File: src/rtl/int_controller_pkg.sv
// Shared widths, IDs and the lowest-ID priority encoder for the external
// interrupt controller.
package int_controller_pkg;
  localparam int INT_ID_W        = 5;
  localparam int INT_MAX_SOURCES = 31;
  localparam logic [INT_ID_W-1:0] INT_ID_NONE = '0;

  // Bit i of vec is source i+1; returns the lowest set source ID or none.
  function automatic logic [INT_ID_W-1:0] int_lowest_id(input logic [INT_MAX_SOURCES-1:0] vec);
    logic [INT_ID_W-1:0] id;
    id = INT_ID_NONE;
    for (int i = INT_MAX_SOURCES - 1; i >= 0; i--)
      if (vec[i]) id = INT_ID_W'(i + 1);
    return id;
  endfunction
endpackage

File: src/rtl/int_sync.sv
// Two-flop synchroniser for one interrupt line plus a history flop that
// turns the synchronised level into a single-cycle rising-edge pulse.
module int_sync (
  input  logic clk,
  input  logic reset,
  input  logic async_in,
  output logic level,
  output logic rise
);
  logic sync1_q, sync2_q, prev_q;

  always_ff @(posedge clk or posedge reset) begin
    if (reset) begin
      sync1_q <= 1'b0;
      sync2_q <= 1'b0;
      prev_q  <= 1'b0;
    end else begin
      sync1_q <= async_in;
      sync2_q <= sync1_q;
      prev_q  <= sync2_q;
    end
  end

  assign level = sync2_q;
  assign rise  = sync2_q & ~prev_q;
endmodule

File: src/rtl/int_controller.sv
// External interrupt controller: synchronise, latch pending (edge/level),
// mask, and hand the lowest eligible source to the core via claim/complete.
module int_controller
  import int_controller_pkg::*;
#(
  parameter int NUM_SOURCES = 8,
  parameter logic [INT_MAX_SOURCES-1:0] EDGE_MASK = '0
) (
  input  logic                   clk,
  input  logic                   reset,
  input  logic [NUM_SOURCES-1:0] src_irq,
  input  logic                   en_we,
  input  logic [NUM_SOURCES-1:0] en_wdata,
  output logic [NUM_SOURCES-1:0] en_mask,
  input  logic                   claim_req,
  output logic [INT_ID_W-1:0]    claim_id,
  input  logic                   complete_valid,
  input  logic [INT_ID_W-1:0]    complete_id,
  output logic                   ext_int
);
  if (NUM_SOURCES < 1 || NUM_SOURCES > INT_MAX_SOURCES) begin : g_bad_cfg
    $error("int_controller: NUM_SOURCES must be in 1..%0d", INT_MAX_SOURCES);
  end

  logic [NUM_SOURCES-1:0] level, rise, eligible;
  logic [NUM_SOURCES-1:0] pending_q, pending_d, in_service_q, in_service_d;
  logic [NUM_SOURCES-1:0] en_mask_q, en_mask_d;
  logic [INT_ID_W-1:0]    claim_id_q, claim_id_d, win_id;
  logic                   ext_int_q, ext_int_d;

  for (genvar i = 0; i < NUM_SOURCES; i++) begin : g_src
    int_sync u_sync (
      .clk      (clk),
      .reset    (reset),
      .async_in (src_irq[i]),
      .level    (level[i]),
      .rise     (rise[i])
    );
  end

  assign eligible = pending_q & en_mask_q & ~in_service_q;
  assign win_id   = int_lowest_id(INT_MAX_SOURCES'(eligible));

  always_comb begin
    pending_d    = pending_q;
    in_service_d = in_service_q;
    for (int i = 0; i < NUM_SOURCES; i++) begin
      // Clearing a bit that is already 0 is a no-op, so stray completes vanish.
      if (complete_valid && complete_id == INT_ID_W'(i + 1)) in_service_d[i] = 1'b0;
      if (claim_req && win_id == INT_ID_W'(i + 1))           in_service_d[i] = 1'b1;
      if (EDGE_MASK[i]) begin
        if (claim_req && win_id == INT_ID_W'(i + 1)) pending_d[i] = 1'b0;
        if (rise[i])                                 pending_d[i] = 1'b1;
      end else begin
        pending_d[i] = level[i];
      end
    end
    claim_id_d = claim_req ? win_id : claim_id_q;
    en_mask_d  = en_we ? en_wdata : en_mask_q;
    ext_int_d  = |eligible;
  end

  always_ff @(posedge clk or posedge reset) begin
    if (reset) begin
      pending_q    <= '0;
      in_service_q <= '0;
      en_mask_q    <= '0;
      claim_id_q   <= INT_ID_NONE;
      ext_int_q    <= 1'b0;
    end else begin
      pending_q    <= pending_d;
      in_service_q <= in_service_d;
      en_mask_q    <= en_mask_d;
      claim_id_q   <= claim_id_d;
      ext_int_q    <= ext_int_d;
    end
  end

  assign en_mask  = en_mask_q;
  assign claim_id = claim_id_q;
  assign ext_int  = ext_int_q;
endmodule

File: config.mk
export PLATFORM = sky130hd
export DESIGN_NAME = int_controller
export DESIGN_NICKNAME = d
export VERILOG_FILES = /design/src/rtl/int_controller_pkg.sv /design/src/rtl/int_sync.sv /design/src/rtl/int_controller.sv
export SDC_FILE = /design/constraint.sdc
export NUM_CORES = 1
export LEC_CHECK = 0
export BUFFER_PORTS_ARGS = -buffer_cell sky130_fd_sc_hd__buf_2
export CORE_MARGIN = 3
export CORE_UTILIZATION = 40
export CTS_BUF_LIST = sky130_fd_sc_hd__clkbuf_4 sky130_fd_sc_hd__clkbuf_8
export DETAILED_ROUTE_END_ITERATION = 12
export GPL_ROUTABILITY_DRIVEN = 0
export GPL_TIMING_DRIVEN = 0
export PLACE_DENSITY = 0.73
export RECOVER_POWER = 50
export SYNTH_ARGS = -nofsm -noshare
export SYNTH_HDL_FRONTEND = slang
export SYNTH_SLANG_ARGS = --single-unit
File: constraint.sdc
create_clock -name clk -period 3.1 [get_ports clk]
set_input_delay 0.31 -clock clk [delete_from_list [all_inputs] [get_ports clk]]
set_output_delay 0.31 -clock clk [all_outputs]
set_load 0.05 [all_outputs]
==> Word-level counts from Yosys, hierarchy flattened <==
Index checks and enable logic that the tools add are counted.
{ "classes": {"muxes": 24, "reduce_logical": 25, "bitwise_logic": 3, "eq_ne": 16} }
{ "ops": {"columns": ["cell", "n"], "rows": [
  ["$eq 5x3->1 const B", 8],
  ["$mux 5", 7],
  ["$eq 5x2->1 const B", 4],
  ["$and 8x8->8", 2],
  ["$logic_and 1x1->1", 16],
  ["$mux 1", 16],
  ["$reduce_bool 2->1", 8],
  ["$eq 5x1->1 const B", 2],
  ["$eq 5x4->1 const B", 2],
  ["$not 8->8", 1],
  ["$reduce_or 8->1", 1],
  ["$mux 4", 1]
]} }
{ "word_totals": {"output_inout_bits": 14, "register_bits": 46} }

==> Depth between registers and ports, before layout <==
{ "depth": {"ltp_word": 13, "ltp_mapped": 4, "depth_no_buf": 4} }

==> Hierarchy <==
From an unflattened synthesis, not the netlist that was laid out.
{ "unflattened": {"hier_cells": 142, "hier_area_um2": 1959.4} }
{ "modules_own_cells": {"columns": ["module", "seq_area_each_um2", "n_inst", "cells_each", "area_per_inst_um2"], "rows": [
  ["int_controller", 725.7, 1, 102, 1218.7],
  ["int_sync", 75.1, 8, 5, 92.6]
]} }

==> Worst setup path before layout <==
OpenSTA, ideal clock, no wires.
{ "synth_timing": {"path_type": "register to register", "startpoint": "register en_mask_q[4] (netlist: en_mask[4])", "endpoint": "register in_service_q[2]", "setup_slack_ps": 1558, "path_buffers": 0, "synth_period_minus_slack_ps": 1542, "path_stages_with_launch": 5, "required_time_ps": 3008, "arrival_ps": 1450, "setup_time_ps": 92, "path_cell_list": "dfrtp_1 > and3b_1 > a41oi_2 > o31a_1 > o31ai_2"} }
{ "synth_between": {"elab_chain_cells": 10, "elab_cells_between_ends": 11, "classes_between": "eq/ne: 1; mux: 6; bitwise: 2; reduce/logical: 2"} }
{ "synth_rtl": {"columns": ["element", "line_no", "text"], "rows": [
  ["from (decl)", "int_controller.sv:27", "logic [NUM_SOURCES-1:0] en_mask_q, en_mask_d;"],
  ["from (signal assigned)", "int_controller.sv:73", "en_mask_q <= en_mask_d;"],
  ["$and 8x8->8 * (2 in series)", "int_controller.sv:41", "assign eligible = pending_q & en_mask_q & ~in_service_q;"],
  ["$mux 5 * (5 in series)", "int_controller_pkg.sv:13", "if (vec[i]) id = INT_ID_W'(i + 1);"],
  ["$eq 5x2->1 *", "int_controller.sv:50", "if (claim_req && win_id == INT_ID_W'(i + 1)) in_service_d[i] = 1'b1;"],
  ["$logic_and 1x1->1 *", "int_controller.sv:50", null],
  ["$mux 1 / $reduce_bool 2->1 (equally long branches)", null, null],
  ["to (signal assigned)", "int_controller.sv:72", "in_service_q <= in_service_d;"],
  ["to (decl)", "int_controller.sv:26", "logic [NUM_SOURCES-1:0] pending_q, pending_d, in_service_q, in_service_d;"]
]} }
Mark *: on every way between the ends. The rest lies on a longest branch, timed or not.
A chain may end at the register's enable or synchronous reset.

==> results by group <==
Job
  – Max Cap Viol: 1

GRT
  – Global Route met1 Usage: 15.28%
  – Gr busiest metal: met2
  – Largest net degree at the start of global routing: 46
  – Grt met3 use: 3.597%
  – Initial antenna violation count: 0
  – Grt ovf: 0
  – Vias in the first global route: 1152
  – Gr usage total: 13.22%
  – First-pass GRT wire length: 5099 um
  – GR Util met2: 22.56%

Power and ir drop
  – Clock network fraction of total power: 25.2%
  – Peak supply drop: 0.3737 mV
  – Switching Fraction: 32.66%
  – Total power: 1.522 mW
  – Reg power frac: 48.4%
  – Psw: 0.4970 mW
  – Combinational power share: 26.4%
  – Internal Pwr Total: 1.025 mW
  – P_leak: 0.9219 nW
  – PD cells: 764.4 nW/um^2

Worst setup path
  – Critical Path Slowest Stage Cell: inv_1
  – FF-to-FF path depth: 4
  – Worst path cell trace: buf_2 -> inv_1
  – Crit path launch: reset
  – R2R Path End: in_service_q[6]$_DFFE_PP0P_
  – Worst R2R Setup Slack: 1.73 ns
  – Crit path buffers/inverters: 2
  – Family with the most delay on the worst path: buffers and inverters
  – CP max FO: 45
  – WS Path Type: input port to async pin
  – Crit path depth: 2
  – CP endpoint: en_mask[0]$_DFFE_PP0P_
  – CP required: 3.23 ns
  – Nature of the critical path startpoint: input port
  – Crit. End Element: async pin
  – Crit path DAT: 1.53 ns
  – Worst R2R Start: in_service_q[5]$_DFFE_PP0P_
  – Largest stage delay, worst path: 1.11 ns

Routing
  – WL/cell: 14.23 um
  – Via density: 5.321
  – Detailed-route via count: 1112
  – DRT iter0 DRCs: 47
  – Router iterations before antenna repair: 4
  – Remaining DRCs: 0
  – Post-DRT Antenna Nets: 0
  – Aggregate routed wire length: 2975 um

Final layout
  – Final net count: 186
  – Most common cell after layout, fill and taps aside: dfrtp_1
  – # diodes: 0
  – P&R area growth vs syn: 20.71%
  – Fillers: 350
  – Commonest cells after routing, fill and taps aside: 45 x dfrtp_1, 37 x buf_2, 8 x mux2_2
  – Design area: 1991 um^2
  – Share of cells above drive strength 1: 39.13%

Clock network
  – Clock Path Buffers: 2
  – H-tree Lvls: 2
  – Reg clk slew, reported paths: 0.08 ns
  – CTS buffer count: 5
  – Setup repair bufs after CTS: 0
  – CTS root buf: clkbuf_8
  – TritonCTS clock tree: yes
  – Clk Latency, worst-skew pair: 0.30 ns
  – CTS Hold Bufs: 0
  – CTS sink cnt: 45
  – Gates resized, CTS repair: 0

STA
  – Fin. Hold Viols: 0
  – Setup_tns: 0 ns
  – Tightest Pin Transition: 1.575 ns
  – # setup viols final: 0
  – Fmax: 712.5 MHz
  – Clock Skew: 0.005158 ns
  – Tmin final: 1.404 ns
  – Slew Viols, Final: 46
  – Unrepaired setup endpoints after global routing: false
  – Fin crit share: 45.28%
  – Slew headroom: -5.142%
  – Fin Hold WS: 0.1122 ns

Yosys
  – Synthesized instance count: 117
  – Ys flop type: dfrtp_1
  – FF+latch count, synth: 45
  – Synth warnings: 0
  – Register area share after synthesis: 68.29%
  – Synthesized area: 1649 um^2
  – Post-synth EDFFs: 0
  – Synth unique cells: 32
  – Post-synth ARST share: 100.0%
  – Synthesized area per cell: 14.09 um^2
  – Syn Nets: 143

Placement
  – PortBufs: 36
  – Placed cell area: 1889 um^2
  – Detail Placement HPWL: 2229 um

Die
  – Die width: 70.21 um
  – Cell Rows: 22
  – Die area: 4929 um^2
  – Placeable Area: 3826 um^2
  – Die span in y: 70.21 um
  – I/O Pins: 40
  – Starting density of the core: 43.10%

Outcome
  – Violated checks: max-capacitance violations, max-slew violations
  – Status: finished, violations left

Min path
  – Hold Crit Class: input port to flop
  – Worst Hold Depth: 1
-- stage by stage --
step	setup WS (ns)	utilization, %	cells
floorplan	1.558	-	117
global placement	1.278	49.38	201
detailed placement	1.753	49.38	201
CTS	1.728	52.03	209
global route	1.320	52.03	209
finish	1.696	52.03	209
-- worst min path at each step --
stage / from / to
after floorplan: g_src[0].u_sync.sync1_q$_DFF_PP0_ / g_src[0].u_sync.level$_DFF_PP0_
after global placement: g_src[2].u_sync.sync1_q$_DFF_PP0_ / g_src[2].u_sync.level$_DFF_PP0_
after detailed placement: g_src[7].u_sync.level$_DFF_PP0_ / pending_q[7]$_DFF_PP0_
after CTS: src_irq[3] / g_src[3].u_sync.sync1_q$_DFF_PP0_
after global routing: src_irq[1] / g_src[1].u_sync.sync1_q$_DFF_PP0_
final: src_irq[7] / g_src[7].u_sync.sync1_q$_DFF_PP0_
-- cells by family (layout without fill, tap and decap cells) --
group                  Yosys count  in the layout  synth area share (%)
AOI/OAI and AO/OA               24             24                 10.62
buffers and inverters            7             51                 1.896
DFF                             45             45                 68.29
muxes                            8              8                 5.463
other                            1              1                0.2274
and+or+nand+nor                 32             32                 13.51
-- per-layer routing --
layer | wire length [um] | part of all wire, %
met1 | 1074 | 36
met2 | 1553 | 52
met3 | 305 | 10
met4 | 41 | 1.4
met5 | 0 | 0
-- state kept, by name, indices dropped and copies added (netlist names) --
name / cells
in_service_q: 8
en_mask: 8
pending_q: 8
claim_id: 4
g_src.u_sync.level: 8
ext_int: 1
g_src.u_sync.sync1_q: 8
-- worst register-to-register path: stages, from the launching register on --
cell and delay (ns):
dfrtp_1 0.38, nand3b_2 0.23, a41oi_2 0.24, o31a_1 0.28
o21ai_1 0.11
-- synthesized netlist by cell type, types with 2 or more instances --
library cell / number / area (um^2)
o31ai_2: 2 / 25.02
nor2_1: 3 / 11.26
o21ai_1: 5 / 25.02
inv_1: 4 / 15.01
nand3b_1: 6 / 45.04
nand3_1: 2 / 10.01
mux2_2: 8 / 90.09
and3b_1: 4 / 35.03
o21ai_0: 7 / 35.03
nand2_1: 5 / 18.77
nand2b_1: 3 / 18.77
dfrtp_1: 45 / 1126
a21oi_1: 2 / 10.01
o31ai_1: 3 / 22.52
-- power by group through the flow --
stage / sequential (mW) / combinational (mW) / clock [mW]
floorplan: 0.847 / 0.196 / 0
global placement: 0.742 / 0.389 / 0
detailed placement: 0.747 / 0.404 / 0
CTS: 0.737 / 0.406 / 0.398
global route: 0.749 / 0.435 / 0.422
finish: 0.737 / 0.402 / 0.383
-- cell type report --
type | instances | area [um^2] | share of cell area (%)
sequential | 45 | 1126 | 56.57
multi-input combinational | 65 | 491.7 | 24.70
timing repair buffer | 36 | 180.2 | 9.051
clock buffer | 7 | 96.34 | 4.840
tap | 48 | 60.06 | 3.017
buffer | 3 | 16.27 | 0.8171
inverter | 4 | 15.01 | 0.7542
clock inverter | 1 | 5.005 | 0.2514
(Power assumes the default switching activity.)
